File: src/rtl/cim_weight_loader.sv
// Streams ROWS weight beats into a non-active CIM core over the STD port, then optionally swaps it in.
// Define CIM_WLOAD_VERIFY_EN to add an XOR-checksum readback pass before the swap.
module cim_weight_loader #(
  parameter int         ROWS      = 64,
  parameter int         WW        = 288,
  parameter int         RD_LAT    = 1,
  parameter logic [2:0] INIT_CORE = 3'd0
) (
  input  logic          clk,
  input  logic          rst,
  input  logic          cmd_valid,
  output logic          cmd_ready,
  input  logic [2:0]    cmd_core,
  input  logic          cmd_swap,
  input  logic          w_valid,
  output logic          w_ready,
  input  logic [WW-1:0] w_data,
  output logic [2:0]    CIM_Core_A,
  output logic [2:0]    STD_Core_A,
  output logic          STDW,
  output logic          STDR,
  output logic [5:0]    STD_row_A,
  output logic [WW-1:0] weight_in,
  input  logic [WW-1:0] weight_out,
  output logic          busy,
  output logic          done,
  output logic          err,
  output logic          verify_fail
);
  localparam logic [5:0] LAST_ROW = 6'(ROWS - 1);

`ifdef CIM_WLOAD_VERIFY_EN
  typedef enum logic [1:0] {IDLE = 2'd0, WRITE = 2'd1, FINISH = 2'd2, VERIFY = 2'd3} state_t;
`else
  typedef enum logic [1:0] {IDLE = 2'd0, WRITE = 2'd1, FINISH = 2'd2} state_t;
`endif

  state_t          state_q, state_d;
  logic            cmd_ready_q, cmd_ready_d;
  logic            w_ready_q, w_ready_d;
  logic            busy_q, busy_d;
  logic            done_q, done_d;
  logic            err_q, err_d;
  logic [2:0]      cim_core_q, cim_core_d;
  logic [2:0]      std_core_q, std_core_d;
  logic            stdw_q, stdw_d;
  logic [5:0]      row_q, row_d;
  logic [WW-1:0]   weight_in_q, weight_in_d;
  logic [5:0]      cnt_q, cnt_d;
  logic            swap_q, swap_d;

`ifdef CIM_WLOAD_VERIFY_EN
  logic            stdr_q, stdr_d;
  logic            vfail_q, vfail_d;
  logic [5:0]      iss_q, iss_d;
  logic [5:0]      cap_q, cap_d;
  logic [RD_LAT-1:0] vpipe_q, vpipe_d;
  logic [WW-1:0]   wsum_q, wsum_d;
  logic [WW-1:0]   rsum_q, rsum_d;
`endif

  always_comb begin
    state_d     = state_q;
    w_ready_d   = w_ready_q;
    done_d      = 1'b0;
    err_d       = 1'b0;
    cim_core_d  = cim_core_q;
    std_core_d  = std_core_q;
    stdw_d      = 1'b0;
    row_d       = row_q;
    weight_in_d = weight_in_q;
    cnt_d       = cnt_q;
    swap_d      = swap_q;
`ifdef CIM_WLOAD_VERIFY_EN
    stdr_d  = 1'b0;
    vfail_d = vfail_q;
    iss_d   = iss_q;
    cap_d   = cap_q;
    vpipe_d = RD_LAT'({vpipe_q, stdr_q});
    wsum_d  = wsum_q;
    rsum_d  = rsum_q;
`endif
    case (state_q)
      IDLE: begin
        std_core_d = cim_core_q;
        w_ready_d  = 1'b0;
        if (cmd_valid && cmd_ready_q) begin
          // Loading the core CIM is computing on would corrupt it: consume and flag.
          if (cmd_core == cim_core_q) begin
            err_d = 1'b1;
          end else begin
            state_d    = WRITE;
            std_core_d = cmd_core;
            swap_d     = cmd_swap;
            cnt_d      = 6'd0;
            w_ready_d  = 1'b1;
`ifdef CIM_WLOAD_VERIFY_EN
            vfail_d = 1'b0;
            wsum_d  = '0;
`endif
          end
        end
      end
      WRITE: begin
        if (w_valid && w_ready_q) begin
          stdw_d      = 1'b1;
          row_d       = cnt_q;
          weight_in_d = w_data;
          cnt_d       = cnt_q + 6'd1;
          if (cnt_q == LAST_ROW) w_ready_d = 1'b0;
`ifdef CIM_WLOAD_VERIFY_EN
          wsum_d = wsum_q ^ w_data;
`endif
        end
        if (stdw_q && row_q == LAST_ROW) begin
`ifdef CIM_WLOAD_VERIFY_EN
          // Row 0 read is issued straight away so readback costs 64+RD_LAT cycles.
          state_d = VERIFY;
          stdr_d  = 1'b1;
          row_d   = 6'd0;
          iss_d   = 6'd1;
          cap_d   = 6'd0;
          rsum_d  = '0;
`else
          state_d = FINISH;
`endif
        end
      end
`ifdef CIM_WLOAD_VERIFY_EN
      VERIFY: begin
        if (iss_q != 6'd0) begin
          stdr_d = 1'b1;
          row_d  = iss_q;
          iss_d  = iss_q + 6'd1;
        end
        if (vpipe_q[RD_LAT-1]) begin
          rsum_d = rsum_q ^ weight_out;
          cap_d  = cap_q + 6'd1;
          if (cap_q == LAST_ROW) begin
            vfail_d = ((rsum_q ^ weight_out) != wsum_q);
            state_d = FINISH;
          end
        end
      end
`endif
      FINISH: begin
        done_d  = 1'b1;
        if (swap_q) cim_core_d = std_core_q;
        state_d = IDLE;
      end
      default: state_d = IDLE;
    endcase
    // Ready/busy lag the state by one cycle so cmd_ready reappears after done.
    cmd_ready_d = (state_q == IDLE) && (state_d == IDLE);
    busy_d      = !cmd_ready_d;
  end

  always_ff @(posedge clk or posedge rst) begin
    if (rst) begin
      state_q     <= IDLE;
      cmd_ready_q <= 1'b1;
      w_ready_q   <= 1'b0;
      busy_q      <= 1'b0;
      done_q      <= 1'b0;
      err_q       <= 1'b0;
      cim_core_q  <= INIT_CORE;
      std_core_q  <= INIT_CORE;
      stdw_q      <= 1'b0;
      row_q       <= 6'd0;
      weight_in_q <= '0;
      cnt_q       <= 6'd0;
      swap_q      <= 1'b0;
`ifdef CIM_WLOAD_VERIFY_EN
      stdr_q  <= 1'b0;
      vfail_q <= 1'b0;
      iss_q   <= 6'd0;
      cap_q   <= 6'd0;
      vpipe_q <= '0;
`endif
    end else begin
      state_q     <= state_d;
      cmd_ready_q <= cmd_ready_d;
      w_ready_q   <= w_ready_d;
      busy_q      <= busy_d;
      done_q      <= done_d;
      err_q       <= err_d;
      cim_core_q  <= cim_core_d;
      std_core_q  <= std_core_d;
      stdw_q      <= stdw_d;
      row_q       <= row_d;
      weight_in_q <= weight_in_d;
      cnt_q       <= cnt_d;
      swap_q      <= swap_d;
`ifdef CIM_WLOAD_VERIFY_EN
      stdr_q  <= stdr_d;
      vfail_q <= vfail_d;
      iss_q   <= iss_d;
      cap_q   <= cap_d;
      vpipe_q <= vpipe_d;
`endif
    end
  end

`ifdef CIM_WLOAD_VERIFY_EN
  always_ff @(posedge clk) begin
    wsum_q <= wsum_d;
    rsum_q <= rsum_d;
  end

  assign STDR        = stdr_q;
  assign verify_fail = vfail_q;
`else
  logic unused_rd;
  assign unused_rd   = ^weight_out ^ (RD_LAT == 0);
  assign STDR        = 1'b0;
  assign verify_fail = 1'b0;
`endif

  assign cmd_ready  = cmd_ready_q;
  assign w_ready    = w_ready_q;
  assign busy       = busy_q;
  assign done       = done_q;
  assign err        = err_q;
  assign CIM_Core_A = cim_core_q;
  assign STD_Core_A = std_core_q;
  assign STDW       = stdw_q;
  assign STD_row_A  = row_q;
  assign weight_in  = weight_in_q;
endmodule

File: config.mk
export PLATFORM = sky130hd
export DESIGN_NAME = cim_weight_loader
export DESIGN_NICKNAME = d
export VERILOG_FILES = /design/src/rtl/cim_weight_loader.sv
export SDC_FILE = /design/constraint.sdc
export NUM_CORES = 1
export LEC_CHECK = 0
export CORE_AREA = 2 2 352 354
export DETAILED_ROUTE_END_ITERATION = 16
export DIE_AREA = 0 0 354 356
export SKIP_LAST_GASP = 1
export SYNTH_ARGS = -nofsm -noshare
export SYNTH_HDL_FRONTEND = slang
export SYNTH_SLANG_ARGS = --single-unit
File: constraint.sdc
create_clock -name clk -period 14.8 [get_ports clk]
set_input_delay 2.22 -clock clk [delete_from_list [all_inputs] [get_ports clk]]
set_output_delay 2.22 -clock clk [all_outputs]
set_load 0.01 [all_outputs]
==> impl_metrics.ini <==
[die]
io_pins = 892
die_area_sq_um = 126000
core-area_sq_um = 123000
fp.dieW_um = 354
die_y_um = 356
initial_core_util_pct = 9.73
fp-row-count = 129

[hold_path]
hold_depth = 2
hold_path_end = weight_in[97]
hold_path.startpoint = weight_in[97]
min_path_type = reg2reg

[yosys]
ys_types = 35
async_flop_share_pct = 100
netlist_instances = 1329
yosysSeqAreaShare_pct = 66.0
synth-edff-count = 0
ys_ff_latch = 315
synth_area_sq_um = 11900
synth_top_flop_cell = dfrtp_1
synth_area_per_cell_sq_um = 8.98
yosys_warnings = 0

[placed_design]
place.detailed.hpwl_mm = 38.7
gp_congestion = 0.793
port_buffers = 601

[power_and_ir_drop]
leakagePower_uw = 0.00992
p_comb_share_pct = 5.1
p_per_area_nw_per_um2 = 92.4
switching_power_uw = 428
share_seq_of_total_power_pct = 44.1
ir_worst_vdd_mv = 0.0909
clkPwrFrac_pct = 50.8
netSwitchingFraction_pct = 21.9
p_int_uw = 1530

[routing]
wl_mm = 50.8
dr.pass1.iters = 4
wl_per_cell_um = 14.2
vias = 10833
postRouteAntennaNets = 0
route.detailed.drc = 0
drt_iter0_drc = 583
viasPerCell = 3.02

[grt]
grt_antenna_before_repair = 10
grt_usage_pct = 7.85
grt_pass1_wl_mm = 73.7
grt_max_degree = 157
grt_pass1_vias = 11247
globalRouteOverflowTotal = 0

[flow_run]
cap_violations = 0

[sta]
fin_crit_sh_pct = 34.6
min_period_ps = 5120
timing.final.max_slew_violations = 0
tns_ps = 0
hold_violations = 0
whs_ps = 470
finalSetupViolCount = 0
tightestPinTransition_ps = 1030
rsz0062_at_grt = no
clock_skew_ps = 32.5
fmax_mhz = 195
slew-limit-headroom_pct = 31.6

[finish]
multi_input_area_sq_um = 3740
fin_nets = 2500
seq_area_sq_um = 7880
nFillCells = 13684
area_growth_pct = 77.0
drive_gt1_share_pct = 4.22

[clock_network]
cts.clk_slew.worst_paths_ps = 60
hold_buffers = 0
cts.root.buffer_cell = clkbuf_16
cts_setup_buffers = 0
clk_latency_ps = 580
cts_max_level = 2
cts_sinks = 315
cts_inserted_buffers = 40
cts-resized-gates = 0
cts_tree = yes
clockBufferDepth = 3

[worst_setup_path]
cp_data_required_time_ps = 15290
slowest_delay_ps = 830
r2r_start = state_q[1]
rrSetupSlack_ps = 11350
slowest_stage = buf_4
critPathKind = in2reg
end_kind = flip-flop
reg2reg_depth = 6
critPathLaunchType = input port
crit_chain = clkdlybuf4s50_1 -> nand4b_4 -> inv_8 -> buf_4 -> buf_4 -> nand2_1 -> nand2_1
crit_arrival_ps = 5600
cp_max_fo = 156
r2r-end = weight_in[149]

[run_status]
status = finished, final reports clean
[cell type report]
type,instances,share of cell area [%]
inverter,4,0.142
clock buffer,58,5.64
multi-input combinational,943,17.7
tap,1637,9.69
clock inverter,12,0.669
timing repair buffer,611,28.8
antenna,4,0.0474
sequential,315,37.3
[worst max-delay path: cells and delay by family]
| kind | cells | cell delay, ps |
|---|---|---|
| buffers and inverters | 4 | 2660 |
| and+or+nand+nor | 3 | 570 |
[worst max-delay path by stage]
stage / from / endpoint / slack (ps)
floorplan: rst / CIM_Core_A[0] / 3870
global placement: w_valid / weight_in[149] / 9000
detailed placement: w_valid / weight_in[149] / 8990
CTS: w_valid / weight_in[149] / 9610
global route: w_valid / weight_in[149] / 9420
finish: w_valid / weight_in[149] / 9680
[power groups by stage]
stage | logic [uW] | registers [uW] | clock network [uW]
2_1_floorplan | 14.7 | 877 | 0
3_3_place_gp | 101 | 877 | 0
3_5_place_dp | 101 | 877 | 0
4_1_cts | 102 | 861 | 1040
5_1_grt | 108 | 861 | 1070
6_report | 99.4 | 862 | 993
[cell usage after synthesis, types with 3 or more instances]
| cell type | instances | area share [%] |
|---|---|---|
| a21oi_1 | 4 | 0.17 |
| buf_1 | 7 | 0.22 |
| buf_2 | 32 | 1.3 |
| clkbuf_1 | 27 | 0.85 |
| dfrtp_1 | 314 | 66 |
| inv_1 | 3 | 0.094 |
| mux2_2 | 4 | 0.38 |
| mux2i_1 | 3 | 0.25 |
| nand2_1 | 888 | 28 |
| nand3_1 | 5 | 0.21 |
| nor2_1 | 3 | 0.094 |
| o21ai_0 | 8 | 0.34 |
| or3_1 | 3 | 0.16 |
| xnor2_1 | 4 | 0.29 |
[per-stage QoR]
step | cell area (sq um) | std cells | worst slack, ps | power [uW] | util [%]
2_1_floorplan | 11900 | 1330 | 3870 | 892 | -
3_3_place_gp | 19800 | 3510 | 9000 | 978 | 16.1
3_5_place_dp | 19800 | 3510 | 8990 | 978 | 16.1
4_1_cts | 21100 | 3580 | 9610 | 2000 | 17.2
5_1_grt | 21100 | 3580 | 9420 | 2040 | 17.2
6_report | 21100 | 3584 | 9680 | 1950 | 17.2
[cell usage in the layout, fill, tap and decap left out, types with 5 or more instances in the layout]
cell type | synthesis | final
buf_4 | 2 | 10
clkbuf_1 | 27 | 8
clkbuf_16 | 0 | 42
clkbuf_8 | 0 | 8
clkdlybuf4s50_1 | 0 | 601
dfrtp_1 | 314 | 314
nand2_1 | 888 | 888
nand3_1 | 5 | 5
o21ai_0 | 8 | 8
[kinds of logic (layout without fill, tap and decap cells)]
family / Yosys count / after routing / synth area share, %
adders and majority gates: 1 / 1 / 0.105
buffers and inverters: 72 / 685 / 2.66
and+or+nand+nor: 910 / 910 / 29.1
DFF: 315 / 315 / 66.0
muxes: 7 / 7 / 0.629
other: 1 / 6 / 0.0314
xor gates and xnor gates: 4 / 4 / 0.293
AOI/OAI and AO/OA: 19 / 19 / 1.11
[per-layer routing]
metal	global-route usage, %	vias up	share of wire [%]	wire, um
met5	0	-	0.016	8
met4	2.36	2	2.5	1280
met3	3.33	61	12	5850
met2	12.7	498	45	23000
met1	9.45	5062	41	20700
li1	-	5210	-	-
[registers in the layout (all words and copies together) (netlist names)]
register,flops
CIM_Core_A,3
STDW,1
STD_Core_A,3
STD_row_A,6
busy,1
cmd_ready,1
cnt_q,6
done,1
err,1
state_q,2
swap_q,1
w_ready,1
weight_in,288
Power figures use the tool's default switching activity.
